[src/rtl/lsu_pkg.sv]
// Shared types and constants for the load/store unit: FSM states, latched
// request payload and the effective-address fault mask.
package lsu_pkg;

   localparam int unsigned ADDR_W = 8;
   localparam int unsigned DATA_W = 8;
   localparam int unsigned RAM_AW = 4;
   localparam int unsigned RD_W   = 2;
   localparam int unsigned CNT_W  = 8;

   // Any set bit above the implemented RAM index bits is an out-of-range access.
   localparam logic [ADDR_W-1:0] EA_FAULT_MASK = ~ADDR_W'((1 << RAM_AW) - 1);
   localparam logic [CNT_W-1:0]  CNT_MAX       = '1;

   typedef enum logic [1:0] {
      ST_IDLE = 2'd0,
      ST_EXEC = 2'd1,
      ST_RESP = 2'd2,
      ST_FLT  = 2'd3
   } lsu_state_t;

   typedef struct packed {
      logic              is_store;
      logic [ADDR_W-1:0] ea;
      logic [DATA_W-1:0] wdata;
      logic [RD_W-1:0]   rd;
   } lsu_req_t;

endpackage

[src/rtl/load_store_unit_if.sv]
// Request, RAM and writeback/fault signals of the load/store unit.
interface load_store_unit_if;
   import lsu_pkg::*;

   logic              req_valid;
   logic              req_ready;
   logic              req_is_store;
   logic [ADDR_W-1:0] req_base;
   logic [ADDR_W-1:0] req_offset;
   logic [DATA_W-1:0] req_wdata;
   logic [RD_W-1:0]   req_rd;

   logic              mem_read;
   logic              mem_write;
   logic [ADDR_W-1:0] mem_addr;
   logic [DATA_W-1:0] mem_wdata;
   logic [DATA_W-1:0] mem_rdata;

   logic              wb_valid;
   logic [RD_W-1:0]   wb_rd;
   logic [DATA_W-1:0] wb_data;

   logic              fault;
   logic [ADDR_W-1:0] fault_addr;
   logic [CNT_W-1:0]  fault_count;

   // Execute stage and RAM side.
   modport master (
      output req_valid, req_is_store, req_base, req_offset, req_wdata, req_rd,
      output mem_rdata,
      input  req_ready, mem_read, mem_write, mem_addr, mem_wdata,
      input  wb_valid, wb_rd, wb_data, fault, fault_addr, fault_count
   );

   // Load/store unit side.
   modport slave (
      input  req_valid, req_is_store, req_base, req_offset, req_wdata, req_rd,
      input  mem_rdata,
      output req_ready, mem_read, mem_write, mem_addr, mem_wdata,
      output wb_valid, wb_rd, wb_data, fault, fault_addr, fault_count
   );

endinterface

[src/rtl/lsu_addr_gen.sv]
// Effective address generation: base + offset modulo 2**ADDR_W, with a flag
// for addresses beyond the implemented RAM.
module lsu_addr_gen
   import lsu_pkg::*;
(
   input  logic [ADDR_W-1:0] i_base,
   input  logic [ADDR_W-1:0] i_offset,
   output logic [ADDR_W-1:0] o_ea_c,
   output logic              o_oor_c
);

   assign o_ea_c  = i_base + i_offset;
   assign o_oor_c = |(o_ea_c & EA_FAULT_MASK);

endmodule

[src/rtl/load_store_unit.sv]
// Memory-access stage: one request at a time, range-checked RAM strobes,
// one-cycle load writeback and fault pulses. All outputs are registered.
module load_store_unit
   import lsu_pkg::*;
(
   input  logic              clk,
   input  logic              rst_n,
   load_store_unit_if.slave  bus
);

   lsu_state_t        r_state,       w_state_nx;
   lsu_req_t          r_req,         w_req_nx;
   logic              r_req_ready,   w_req_ready_nx;
   logic              r_mem_read,    w_mem_read_nx;
   logic              r_mem_write,   w_mem_write_nx;
   logic [ADDR_W-1:0] r_mem_addr,    w_mem_addr_nx;
   logic [DATA_W-1:0] r_mem_wdata,   w_mem_wdata_nx;
   logic              r_wb_valid,    w_wb_valid_nx;
   logic [RD_W-1:0]   r_wb_rd,       w_wb_rd_nx;
   logic [DATA_W-1:0] r_wb_data,     w_wb_data_nx;
   logic              r_fault,       w_fault_nx;
   logic [ADDR_W-1:0] r_fault_addr,  w_fault_addr_nx;
   logic [CNT_W-1:0]  r_fault_count, w_fault_count_nx;

   logic [ADDR_W-1:0] w_ea;
   logic              w_oor;

   lsu_addr_gen u_addr_gen (
      .i_base   (bus.req_base),
      .i_offset (bus.req_offset),
      .o_ea_c   (w_ea),
      .o_oor_c  (w_oor)
   );

   // Next state and next registered outputs; strobes default low, held values default to hold.
   always_comb begin
      w_state_nx       = r_state;
      w_req_nx         = r_req;
      w_mem_read_nx    = 1'b0;
      w_mem_write_nx   = 1'b0;
      w_mem_addr_nx    = '0;
      w_mem_wdata_nx   = '0;
      w_wb_valid_nx    = 1'b0;
      w_wb_rd_nx       = r_wb_rd;
      w_wb_data_nx     = r_wb_data;
      w_fault_nx       = 1'b0;
      w_fault_addr_nx  = r_fault_addr;
      w_fault_count_nx = r_fault_count;

      unique case (r_state)
         ST_IDLE: begin
            if (bus.req_valid) begin
               w_req_nx.is_store = bus.req_is_store;
               w_req_nx.ea       = w_ea;
               w_req_nx.wdata    = bus.req_wdata;
               w_req_nx.rd       = bus.req_rd;
               if (w_oor) begin
                  w_state_nx      = ST_FLT;
                  w_fault_nx      = 1'b1;
                  w_fault_addr_nx = w_ea;
                  if (r_fault_count != CNT_MAX) begin
                     w_fault_count_nx = r_fault_count + CNT_W'(1);
                  end
               end else begin
                  w_state_nx     = ST_EXEC;
                  w_mem_read_nx  = ~bus.req_is_store;
                  w_mem_write_nx = bus.req_is_store;
                  w_mem_addr_nx  = w_ea;
                  w_mem_wdata_nx = bus.req_is_store ? bus.req_wdata : '0;
               end
            end
         end
         ST_EXEC: begin
            // RAM read data is combinational on mem_addr; capture it as the EXEC cycle ends.
            if (r_req.is_store) begin
               w_state_nx = ST_IDLE;
            end else begin
               w_state_nx    = ST_RESP;
               w_wb_valid_nx = 1'b1;
               w_wb_rd_nx    = r_req.rd;
               w_wb_data_nx  = bus.mem_rdata;
            end
         end
         ST_RESP: w_state_nx = ST_IDLE;
         ST_FLT:  w_state_nx = ST_IDLE;
         default: w_state_nx = ST_IDLE;
      endcase

      w_req_ready_nx = (w_state_nx == ST_IDLE);
   end

   always_ff @(posedge clk or negedge rst_n) begin
      if (!rst_n) begin
         r_state       <= ST_IDLE;
         r_req         <= '0;
         r_req_ready   <= 1'b1;
         r_mem_read    <= 1'b0;
         r_mem_write   <= 1'b0;
         r_mem_addr    <= '0;
         r_mem_wdata   <= '0;
         r_wb_valid    <= 1'b0;
         r_wb_rd       <= '0;
         r_wb_data     <= '0;
         r_fault       <= 1'b0;
         r_fault_addr  <= '0;
         r_fault_count <= '0;
      end else begin
         r_state       <= w_state_nx;
         r_req         <= w_req_nx;
         r_req_ready   <= w_req_ready_nx;
         r_mem_read    <= w_mem_read_nx;
         r_mem_write   <= w_mem_write_nx;
         r_mem_addr    <= w_mem_addr_nx;
         r_mem_wdata   <= w_mem_wdata_nx;
         r_wb_valid    <= w_wb_valid_nx;
         r_wb_rd       <= w_wb_rd_nx;
         r_wb_data     <= w_wb_data_nx;
         r_fault       <= w_fault_nx;
         r_fault_addr  <= w_fault_addr_nx;
         r_fault_count <= w_fault_count_nx;
      end
   end

   assign bus.req_ready   = r_req_ready;
   assign bus.mem_read    = r_mem_read;
   assign bus.mem_write   = r_mem_write;
   assign bus.mem_addr    = r_mem_addr;
   assign bus.mem_wdata   = r_mem_wdata;
   assign bus.wb_valid    = r_wb_valid;
   assign bus.wb_rd       = r_wb_rd;
   assign bus.wb_data     = r_wb_data;
   assign bus.fault       = r_fault;
   assign bus.fault_addr  = r_fault_addr;
   assign bus.fault_count = r_fault_count;

endmodule

[src/flat_wrapper.sv]
// flat-port wrapper written by rule: the top's interface ports become plain ports
module load_store_unit_flat import lsu_pkg::*;
  (clk, rst_n, bus_req_valid, bus_req_is_store, bus_req_base, bus_req_offset, bus_req_wdata, bus_req_rd, bus_mem_rdata, bus_req_ready, bus_mem_read, bus_mem_write, bus_mem_addr, bus_mem_wdata, bus_wb_valid, bus_wb_rd, bus_wb_data, bus_fault, bus_fault_addr, bus_fault_count);
  load_store_unit_if bus_i ();
  input  logic clk;
  input  logic rst_n;
  input wire logic [$bits(bus_i.req_valid)-1:0] bus_req_valid;
  input wire logic [$bits(bus_i.req_is_store)-1:0] bus_req_is_store;
  input wire logic [$bits(bus_i.req_base)-1:0] bus_req_base;
  input wire logic [$bits(bus_i.req_offset)-1:0] bus_req_offset;
  input wire logic [$bits(bus_i.req_wdata)-1:0] bus_req_wdata;
  input wire logic [$bits(bus_i.req_rd)-1:0] bus_req_rd;
  input wire logic [$bits(bus_i.mem_rdata)-1:0] bus_mem_rdata;
  output wire logic [$bits(bus_i.req_ready)-1:0] bus_req_ready;
  output wire logic [$bits(bus_i.mem_read)-1:0] bus_mem_read;
  output wire logic [$bits(bus_i.mem_write)-1:0] bus_mem_write;
  output wire logic [$bits(bus_i.mem_addr)-1:0] bus_mem_addr;
  output wire logic [$bits(bus_i.mem_wdata)-1:0] bus_mem_wdata;
  output wire logic [$bits(bus_i.wb_valid)-1:0] bus_wb_valid;
  output wire logic [$bits(bus_i.wb_rd)-1:0] bus_wb_rd;
  output wire logic [$bits(bus_i.wb_data)-1:0] bus_wb_data;
  output wire logic [$bits(bus_i.fault)-1:0] bus_fault;
  output wire logic [$bits(bus_i.fault_addr)-1:0] bus_fault_addr;
  output wire logic [$bits(bus_i.fault_count)-1:0] bus_fault_count;
  assign bus_i.req_valid = bus_req_valid;
  assign bus_i.req_is_store = bus_req_is_store;
  assign bus_i.req_base = bus_req_base;
  assign bus_i.req_offset = bus_req_offset;
  assign bus_i.req_wdata = bus_req_wdata;
  assign bus_i.req_rd = bus_req_rd;
  assign bus_i.mem_rdata = bus_mem_rdata;
  assign bus_req_ready = bus_i.req_ready;
  assign bus_mem_read = bus_i.mem_read;
  assign bus_mem_write = bus_i.mem_write;
  assign bus_mem_addr = bus_i.mem_addr;
  assign bus_mem_wdata = bus_i.mem_wdata;
  assign bus_wb_valid = bus_i.wb_valid;
  assign bus_wb_rd = bus_i.wb_rd;
  assign bus_wb_data = bus_i.wb_data;
  assign bus_fault = bus_i.fault;
  assign bus_fault_addr = bus_i.fault_addr;
  assign bus_fault_count = bus_i.fault_count;
  load_store_unit u_core (.clk(clk), .rst_n(rst_n), .bus(bus_i));
endmodule
[config.mk]
export PLATFORM = sky130hd
export DESIGN_NAME = load_store_unit_flat
export DESIGN_NICKNAME = d
export VERILOG_FILES = /design/src/rtl/lsu_pkg.sv /design/src/rtl/load_store_unit_if.sv /design/src/rtl/lsu_addr_gen.sv /design/src/rtl/load_store_unit.sv /design/src/flat_wrapper.sv
export SDC_FILE = /design/constraint.sdc
export NUM_CORES = 1
export LEC_CHECK = 0
export CAP_MARGIN = 20
export CELL_PAD_IN_SITES_DETAIL_PLACEMENT = 1
export CELL_PAD_IN_SITES_GLOBAL_PLACEMENT = 2
export CORE_MARGIN = 1.5
export CORE_UTILIZATION = 27
export CTS_BUF_LIST = sky130_fd_sc_hd__clkbuf_16
export DETAILED_ROUTE_END_ITERATION = 10
export HOLD_SLACK_MARGIN = 0.06
export PLACE_DENSITY = 0.79
export SETUP_SLACK_MARGIN = 0.1
export SLEW_MARGIN = 10
export SYNTH_ARGS = -nofsm -noshare
export SYNTH_HDL_FRONTEND = slang
export SYNTH_SLANG_ARGS = --single-unit
[constraint.sdc]
create_clock -name clk -period 1.85 [get_ports clk]
set_input_delay 0.555 -clock clk [delete_from_list [all_inputs] [get_ports clk]]
set_output_delay 0.555 -clock clk [all_outputs]
set_load 0.01 [all_outputs]
==> results of run 1 <==
-- path summary, 6_finish.rpt --
path                                            from                         to  slack, ps  cells past startpoint
min in group clk            u_core.bus.fault_addr[1]   u_core.bus.fault_addr[1]        480                      2
hold reg to reg             u_core.bus.fault_addr[1]   u_core.bus.fault_addr[1]        480                      2
hold / removal                                 rst_n     u_core.bus.mem_addr[1]        250                      2
max in group asynchronous                      rst_n       u_core.bus.req_ready       1310                      2
setup / recovery                   bus_req_offset[1]  u_core.bus.fault_count[1]       -490                      9
setup reg to reg           u_core.bus.fault_count[3]  u_core.bus.fault_count[7]        250                      6
-- sequential cells by signal, summed over array words and instances, names as in the netlist, 2 cells and up --
| signal | flops |
|---|---|
| u_core.bus.mem_wdata | 8 |
| u_core.bus.fault_count | 8 |
| u_core.bus.fault_addr | 8 |
| u_core.bus.wb_data | 8 |
| u_core.bus.mem_addr | 8 |
| u_core.bus.wb_rd | 2 |
| u_core.r_state | 2 |
| u_core.r_req | 3 |
-- cells by family (layout without fill, tap and decap cells) --
family                   count (synthesis)  count (layout)  synth area share, %
AND/OR/NAND/NOR                         58              58                 13.4
flip-flops                              52              52                 59.7
AO/OA/AOI/OAI                           27              27                 8.19
multiplexers                            13              13                 6.70
XOR/XNOR                                11              11                 4.41
buffers and inverters                   11             141                 1.95
adder cells (fa/ha/maj)                  9               9                 5.50
other                                    1               4                0.172
-- per-layer routing --
metal / wire length, um / global-route usage, % / share of wire [%] / up-vias
li1: - / - / - / 876
met1: 2520 / 18.7 / 44 / 884
met2: 2920 / 24.0 / 51 / 50
met3: 295 / 3.69 / 5.1 / 6
met4: 35 / 3.03 / 0.61 / 0
met5: 0 / 0 / 0 / -
-- what timing repair did --
| action | CTS | global route |
|---|---|---|
| endpoints found under the setup margin | 50 | 47 |
| gates resized for setup | 109 | 18 |
| pin swaps | 24 | 0 |
| setup buffers | 14 | 1 |
-- power groups by stage --
| stage | clock network [mW] | logic (mW) | registers (mW) |
|---|---|---|---|
| after floorplan | 0 | 0.624 | 1.84 |
| after global placement | 0 | 1.73 | 1.72 |
| after detailed placement | 0 | 1.77 | 1.73 |
| after CTS | 0.959 | 1.87 | 1.70 |
| after global routing | 1.02 | 1.98 | 1.74 |
| final | 0.924 | 1.83 | 1.68 |
-- worst register-to-register path, delay by kind of cell, from the launching register on --
family,cells,cell delay (ps)
XOR/XNOR,1,150
flip-flops,1,410
AND/OR/NAND/NOR,3,520
buffers and inverters,1,110
AO/OA/AOI/OAI,1,300
-- per-stage QoR --
step                      cell area (sq um)  worst slack, ps  setup TNS [ps]  util (%)
after floorplan                        2270             -634          -13090         -
after global routing                   3890             -542          -13200      50.1
after detailed placement               3440            -1270          -35080      44.2
final                                  3890             -492          -10470      50.1
after CTS                              3840             -478          -10270      49.5
after global placement                 3440            -1200          -33750      44.2
-- placed cells by master, fill, tap and decap left out, types with 2 or more instances in the layout --
cell | synthesis | final
sky130_fd_sc_hd__clkdlybuf4s50_1 | 0 | 36
sky130_fd_sc_hd__nor2_2 | 1 | 3
sky130_fd_sc_hd__conb_1 | 1 | 4
sky130_fd_sc_hd__a21o_1 | 2 | 2
sky130_fd_sc_hd__buf_6 | 0 | 15
sky130_fd_sc_hd__dlymetal6s2s_1 | 0 | 15
sky130_fd_sc_hd__o21ai_1 | 1 | 3
sky130_fd_sc_hd__nand4_1 | 3 | 3
sky130_fd_sc_hd__buf_8 | 0 | 2
sky130_fd_sc_hd__nor2_1 | 11 | 8
sky130_fd_sc_hd__inv_2 | 1 | 2
sky130_fd_sc_hd__o21ai_2 | 0 | 2
sky130_fd_sc_hd__xor2_1 | 3 | 2
sky130_fd_sc_hd__nand2_2 | 0 | 2
sky130_fd_sc_hd__dlygate4sd2_1 | 0 | 20
sky130_fd_sc_hd__nand2_1 | 19 | 17
sky130_fd_sc_hd__a21oi_1 | 7 | 5
sky130_fd_sc_hd__clkbuf_16 | 0 | 5
sky130_fd_sc_hd__nand2b_1 | 4 | 3
sky130_fd_sc_hd__and2_1 | 9 | 8
sky130_fd_sc_hd__and3_1 | 3 | 2
sky130_fd_sc_hd__nor3b_2 | 1 | 2
sky130_fd_sc_hd__dfrtp_1 | 51 | 51
sky130_fd_sc_hd__buf_4 | 0 | 30
sky130_fd_sc_hd__ha_4 | 0 | 7
sky130_fd_sc_hd__inv_1 | 8 | 7
sky130_fd_sc_hd__nand3_2 | 0 | 2
sky130_fd_sc_hd__clkdlybuf4s15_1 | 0 | 3
sky130_fd_sc_hd__xnor2_1 | 8 | 8
sky130_fd_sc_hd__mux2_2 | 12 | 10
sky130_fd_sc_hd__mux2_4 | 0 | 3
sky130_fd_sc_hd__o21ai_0 | 9 | 5
-- layout make-up --
| class | instances | area, sq um |
|---|---|---|
| tap | 102 | 128 |
| sequential | 52 | 1300 |
| clock inverter | 3 | 22.5 |
| inverter | 9 | 33.8 |
| multi-input combinational | 122 | 1070 |
| clock buffer | 5 | 125 |
| fill | 847 | 3880 |
| timing repair buffer | 124 | 1210 |
==> out/qor_table.md, run 1 <==
| Step | Result | Value |
|:---|:---|:---|
| status | Outcome | complete, but fails checks |
| status | Failing checks | setup timing |
| logic synthesis | Number of library cell types mapped by synthesis | 36 |
| cells and area | Finished Layout Cells | 417 |
| clock tree | Skew-Pair Late Insertion Delay | 290 ps |
| floorplan | Ports placed on the boundary | 85 |
| pwr | Pwr dens | 1140 nW/um^2 |
| logic synthesis | Synth top cells by count | sky130_fd_sc_hd__dfrtp_1, sky130_fd_sc_hd__nand2_1, sky130_fd_sc_hd__mux2_2, sky130_fd_sc_hd__nor2_1 |
| cells and area | Final #Nets | 361 |
| timing | Clock period minus worst slack | 2340 ps |
| worst setup path | Required time at the endpoint of the critical path | 2030 ps |
| cells and area | Total inserted antenna cells | 0 |
| drt | Vias per std cell | 4.35 |
| logic synthesis | Per-instance average area after synthesis | 12.0 sq um |
| worst setup path | Slowest cell on the critical path | sky130_fd_sc_hd__or4b_4 |
| logic synthesis | Number of standard cells after synthesis | 182 |
| job | Maximum Capacitance Violations | 0 |
| logic synthesis | Prevailing post-synth register cell | sky130_fd_sc_hd__dfrtp_1 |
| floorplan | Placeable core region | 7770 sq um |
| logic synthesis | Leading post-synthesis cells by cell area | sky130_fd_sc_hd__dfrtp_1, sky130_fd_sc_hd__mux2_2, sky130_fd_sc_hd__ha_1 |
| global route | All-Layer GR Usage | 14.4% |
| global route | First-pass GRT wire length | 9580 um |
| place | Weighted congestion at the end of routability-driven global placement | 0.761 |
| timing | Final worst slack | -492 ps |
| clock tree | # H-tree levels | 2 |
| global route | Number of global-route vias before repair | 1933 |
| floorplan | X dimension of the die | 92.9 um |
| pwr | Clock power frac | 20.8% |
| floorplan | Area of the die | 8640 sq um |
| worst setup path | CP Data Arrival Time | 2520 ps |
| logic synthesis | Post-synthesis sequential area ratio | 59.7% |
| cells and area | Fraction of layout cells with a size suffix above 1 | 33.7% |
| place | Post-DP HPWL | 4130 um |
| logic synthesis | Share of synthesized registers carrying an async set or reset | 100% |
| timing | Worst clock skew | 4.54 ps |
| drt | Routed length per placed instance | 13.8 um |
| worst setup path | Largest fanout on the critical path | 3 |
| pwr | Lkg Pwr | 1.96 nW |
| drt | Vias after detailed routing | 1816 |
| worst setup path | CP delay by family, top | simple AND/OR/NAND/NOR gates |
| clock tree | Number of clock sinks | 52 |
| worst setup path | Critical Setup Path Class | in -> reg |
| drt | Routed Wire Length | 5770 um |
| drt | Detailed Routing Iterations Pass 1 | 4 |
| global route | Initial antenna violation count | 0 |
| logic synthesis | Yosys top cell by area | sky130_fd_sc_hd__dfrtp_1 |
| worst setup path | Combined buffer and inverter count along the critical path | 1 |
| logic synthesis | FF+latch count, synth | 52 |
| worst setup path | Highest cell delay on the worst timing path | 500 ps |
| logic synthesis | Number of enable-type register cells in the synthesized netlist | 0 |
| pwr | Gate power share | 41.2% |
| drt | Number of nets with antenna violations after detailed routing | 0 |
| clock tree | Cts bufs inserted | 5 |
| worst setup path | List of cells traversed by the critical path | buf_8 -> ha_4 -> a211oi_4 -> or4b_4 -> o311a_1 -> nor3b_2 -> a21o_1 -> a31oi_4 -> mux2_4 |
| clock tree | Clock tree from TritonCTS | built |
| drt | DRC violation count after routing | 0 |
| logic synthesis | Synth warn | 0 |
| timing | Final Setup Violations | 32 |
| timing | Final Hold Vio Count | 0 |
| floorplan | Starting Density | 28.1% |
| worst hold path | Class of the most critical hold timing path | in -> async |
| floorplan | Die extent in y | 92.9 um |
| global route | Maximum number of pins on one net before global-route repair | 53 |
| worst setup path | Critical Path Sink Type | register |
| logic synthesis | Leading cell type by number of instances after synthesis | sky130_fd_sc_hd__dfrtp_1 |
| pwr | Max VDD drop | 0.618 mV |
| logic synthesis | Cell area after synthesis | 2180 sq um |
| clock tree | Cts-stage hold buffer count | 0 |
| pwr | Switching portion of total power | 32.0% |
| timing | Final Max Tran Viols | 0 |
| timing | Highest clock rate | 0.427 GHz |
| timing | RSZ-0062 raised after global routing | yes |
| clock tree | Maximum buffer depth of the clock tree | 2 |
| place | Number of port buffers | 84 |
| pwr | P_int | 3.02 mW |
| logic synthesis | Area share of the largest cell type after synthesis | 58.5% |
| timing | Portion of the clock cycle consumed by the worst path in the final layout | 127% |
| place | Placed Instances | 395 |
| pwr | Sequential fraction of design power | 37.9% |
| global route | Overflow left after global routing | 0 |
| clock tree | Clock-pin slew reported for the worst setup and hold paths after clock tree synthesis | 70 ps |
| timing | Fin Hold WS | 248 ps |
| worst setup path | Crit path launch type | input port |
| clock tree | Master cell of the clock root buffer | sky130_fd_sc_hd__clkbuf_16 |
| cells and area | Layout overhead on the synthesized area | 78.1% |
| floorplan | FP Rows | 32 |
| pwr | Switch Pwr | 1.42 mW |
| pwr | Overall Power | 4.43 mW |
| drt | Drt initial violations | 32 |
No activity file was read; power rests on OpenSTA's default activity.
==> run 2, diff against run 1 <==
--- a/config.mk
+++ b/config.mk
@@ -5,11 +5,12 @@
 export SDC_FILE = /design/constraint.sdc
 export NUM_CORES = 1
 export LEC_CHECK = 0
+export ABC_AREA = 1
 export CAP_MARGIN = 20
 export CELL_PAD_IN_SITES_DETAIL_PLACEMENT = 1
 export CELL_PAD_IN_SITES_GLOBAL_PLACEMENT = 2
 export CORE_MARGIN = 1.5
-export CORE_UTILIZATION = 27
+export CORE_UTILIZATION = 26
 export CTS_BUF_LIST = sky130_fd_sc_hd__clkbuf_16
 export DETAILED_ROUTE_END_ITERATION = 10
 export HOLD_SLACK_MARGIN = 0.06
==> run 2 against run 1 <==
Effect of this change:
- the flow still finishes with violations (setup timing)
- clock skew is essentially flat
- clock power shrank 5.0%
- clock-buffer cell count is the same
- routed wire length grew 9.0%
- register-to-register slack lost 140 ps
- final area grew 4.1%
- global-route usage shrank 0.62 points
- critical path depth grew 7
- first-iteration DRC count grew 81%
- die area grew 12%
==> out/qor_table.md, run 2 <==
| Step | Result | Value |
|:---|:---|:---|
| status | Outcome | complete, but fails checks |
| status | Failing checks | setup timing |
| drt | Number of nets with antenna violations after detailed routing | 0 |
| clock tree | Clock tree from TritonCTS | built |
| cells and area | Multi-input gate area in the final layout | 1130 sq um |
| drt | Detailed Routing Iterations Pass 1 | 4 |
| global route | Overflow left after global routing | 0 |
| logic synthesis | Synthesized-area fraction occupied by xor and xnor cells | 3.72% |
| global route | Initial antenna violation count | 0 |
| worst setup path | Combined buffer and inverter count along the critical path | 5 |
| cells and area | Fraction of layout cells with a size suffix above 1 | 27.8% |
| cells and area | Commonest non-fill, non-tap cell in the layout | sky130_fd_sc_hd__nand2_1 |
| drt | Vias after detailed routing | 2096 |
| global route | Number of global-route vias before repair | 2266 |
| global route | Maximum number of pins on one net before global-route repair | 21 |
| place | Placed Area | 3530 sq um |
| logic synthesis | Combinational family with the most area after synthesis | simple AND/OR/NAND/NOR gates |
| cells and area | Layout Utilization | 46.2% |
| worst setup path | Highest cell delay on the worst timing path | 360 ps |
| place | Weighted congestion at the end of routability-driven global placement | 0.750 |
| drt | Routed Wire Length | 6290 um |
| logic synthesis | Synth warn | 0 |
| pwr | Gate power share | 41.1% |
| floorplan | X dimension of the die | 98.1 um |
| global route | All-Layer GR Usage | 13.7% |
| worst setup path | Slowest cell on the critical path | sky130_fd_sc_hd__fa_2 |
| cells and area | Fill count | 994 |
| cells and area | Final #Nets | 431 |
| pwr | P_int | 2.86 mW |
| logic synthesis | Compound-cell area share of the yosys netlist | 2.13% |
| logic synthesis | Cell area after synthesis | 2350 sq um |
| pwr | Max VDD drop | 0.490 mV |
| timing | Portion of the clock cycle consumed by the worst path in the final layout | 109% |
| pwr | Sequential fraction of design power | 38.5% |
| place | Number of port buffers | 84 |
| timing | Final Setup Violations | 29 |
| place | Post-DP HPWL | 4440 um |
| floorplan | Starting Density | 26.9% |
| pwr | Overall Power | 4.30 mW |
| pwr | Pwr dens | 1060 nW/um^2 |
| worst setup path | Crit path launch type | input port |
| cells and area | Storage element area | 1310 sq um |
| logic synthesis | Post-synthesis adder-cell area fraction | 5.10% |
| logic synthesis | Synth top cells by count | sky130_fd_sc_hd__nand2_1, sky130_fd_sc_hd__dfrtp_1, sky130_fd_sc_hd__inv_1, sky130_fd_sc_hd__nor2_1, sky130_fd_sc_hd__nor2_2 |
| timing | Worst clock skew | 4.09 ps |
| clock tree | Clock-pin slew reported for the worst setup and hold paths after clock tree synthesis | 60 ps |
| timing | Transition time of the tightest slew-check pin | 505 ps |
| worst setup path | Setup slack, reg-to-reg | 110 ps |
| logic synthesis | Prevailing post-synth register cell | sky130_fd_sc_hd__dfrtp_1 |
| worst setup path | Largest fanout on the critical path | 8 |
| logic synthesis | Post-synthesis sequential area ratio | 55.3% |
| pwr | Switch Pwr | 1.44 mW |
| job | Maximum Capacitance Violations | 0 |
| cells and area | Final instance area | 4050 sq um |
| drt | DRC violation count after routing | 0 |
| worst setup path | CP Data Arrival Time | 2230 ps |
| worst setup path | Required time at the endpoint of the critical path | 2070 ps |
| drt | Drt initial violations | 58 |
| drt | Vias per std cell | 4.25 |
| logic synthesis | Mux cell area share after synthesis | 0% |
| logic synthesis | Area share of the largest cell type after synthesis | 54.2% |
| pwr | Lkg Pwr | 2.21 nW |
| worst setup path | Critical Setup Path Class | in -> reg |
| clock tree | Cts bufs inserted | 5 |
| worst setup path | Most Frequent Cell on Critical Path | sky130_fd_sc_hd__nand2_2 |
| floorplan | FP Rows | 34 |
| logic synthesis | Number of enable-type register cells in the synthesized netlist | 0 |
| worst setup path | Critical Path Sink Type | register |
| logic synthesis | Yosys top cell by area | sky130_fd_sc_hd__dfrtp_1 |
| clock tree | Skew-Pair Late Insertion Delay | 280 ps |
| floorplan | Placeable core region | 8760 sq um |
| logic synthesis | Number of standard cells after synthesis | 257 |
| cells and area | Layout overhead on the synthesized area | 71.9% |
| worst setup path | List of cells traversed by the critical path | buf_6 -> ha_4 -> inv_2 -> fa_2 -> inv_2 -> nand2_2 -> nand2_2 -> nand3_2 -> nand3_2 -> nand2_2 -> nor2_4 -> nand2_4 -> buf_12 -> nor2_8 -> inv_8 -> nor2_4 |
| timing | Clock period minus worst slack | 2010 ps |
| floorplan | Area of the die | 9630 sq um |
| floorplan | Ports placed on the boundary | 85 |
| logic synthesis | FF+latch count, synth | 52 |
| pwr | Switching portion of total power | 33.5% |
| clock tree | Maximum buffer depth of the clock tree | 2 |
| logic synthesis | Share of synthesized registers carrying an async set or reset | 100% |
| logic synthesis | Per-instance average area after synthesis | 9.16 sq um |
| timing | Highest clock rate | 0.497 GHz |
| logic synthesis | Number of library cell types mapped by synthesis | 28 |
| logic synthesis | Basic-gate share of the synthesized area counting and, or, nand and nor cells | 27.1% |
| timing | Final Max Tran Viols | 0 |
| worst hold path | Class of the most critical hold timing path | in -> async |
| global route | First-pass GRT wire length | 10700 um |
| clock tree | Number of clock sinks | 52 |
| timing | RSZ-0062 raised after global routing | yes |
| timing | Final Hold Vio Count | 0 |
| floorplan | Die extent in y | 98.1 um |
| logic synthesis | Leading cell type by number of instances after synthesis | sky130_fd_sc_hd__nand2_1 |
| pwr | Clock power frac | 20.4% |
| cells and area | Leading cell types in the layout, fill and taps excluded | sky130_fd_sc_hd__nand2_1, sky130_fd_sc_hd__dfrtp_1, sky130_fd_sc_hd__clkdlybuf4s50_1 |
| clock tree | Master cell of the clock root buffer | sky130_fd_sc_hd__clkbuf_16 |
| cells and area | Total inserted antenna cells | 0 |
| worst setup path | CP delay by family, top | simple AND/OR/NAND/NOR gates |
| clock tree | # H-tree levels | 2 |
| drt | Routed length per placed instance | 12.8 um |
| logic synthesis | Leading post-synthesis cells by cell area | sky130_fd_sc_hd__dfrtp_1, sky130_fd_sc_hd__nand2_1, sky130_fd_sc_hd__inv_1 |
| timing | Final worst slack | -163 ps |
| timing | Remaining max-slew budget at the tightest pin | 66.3% |
[run 2: worst paths after layout]
path | endpoint | start | cells after the start
min reg2reg | u_core.bus.wb_data[2] | u_core.bus.wb_data[2] | 2
max in group asynchronous | u_core.bus.fault_count[2] | rst_n | 2
min | u_core.bus.wb_data[0] | rst_n | 1
max reg2reg | u_core.bus.fault_count[4] | u_core.bus.fault_count[0] | 8
max | u_core.bus.mem_wdata[4] | bus_req_offset[0] | 16
min in group clk | u_core.bus.wb_data[2] | u_core.bus.wb_data[2] | 2
[run 2: what timing repair did]
action	in CTS	in global routing
buffers inserted	15	1
hold endpoints to repair	0	0
pin swaps	28	14
gates resized for setup	84	26
setup endpoints to repair	47	48
gates cloned	2	0
hold buffers	0	0
[run 2: power groups by stage]
stage               Sequential [mW]  Clock (mW)  Combinational, mW
finish                         1.66       0.878               1.77
global route                   1.71       0.966               1.96
CTS                            1.67       0.912               1.79
detailed placement             1.70           0               1.65
global placement               1.69           0               1.62
floorplan                      1.79           0              0.617
[run 2: area by class of cell]
class                           count  share of cell area [%]
Timing Repair Buffer              121                    30.0
Sequential cell                    52                    32.3
Tap cell                          108                    3.34
Inverter                           31                    3.06
Clock buffer                        5                    3.09
Multi-Input combinational cell    173                    27.9
Clock inverter                      3                   0.371
[run 2: metrics by stage]
stage	setup slack (ps)	setup TNS, ps	instances	hold WS [ps]
after global placement	-881	-26390	467	453
after CTS	-138	-2600	492	246
after floorplan	-212	-4890	260	259
after detailed placement	-904	-27150	467	462
final	-163	-3070	493	236
after global routing	-272	-6350	493	265
[run 2: cells by family (layout without fill, tap and decap cells)]
group	count (synthesis)	after routing
AND/OR/NAND/NOR	139	140
flip-flops	52	52
buffers and inverters	36	160
AO/OA/AOI/OAI	10	10
XOR/XNOR	10	10
adder cells (fa/ha/maj)	9	9
other	1	4
[run 2: per-layer routing]
metal,global-route usage [%],up-vias,part of all wire [%]
li1,-,1036,-
met1,16.3,999,42
met2,25.7,59,52
met3,3.01,2,5.2
met4,2.28,0,0.46
met5,0,-,0
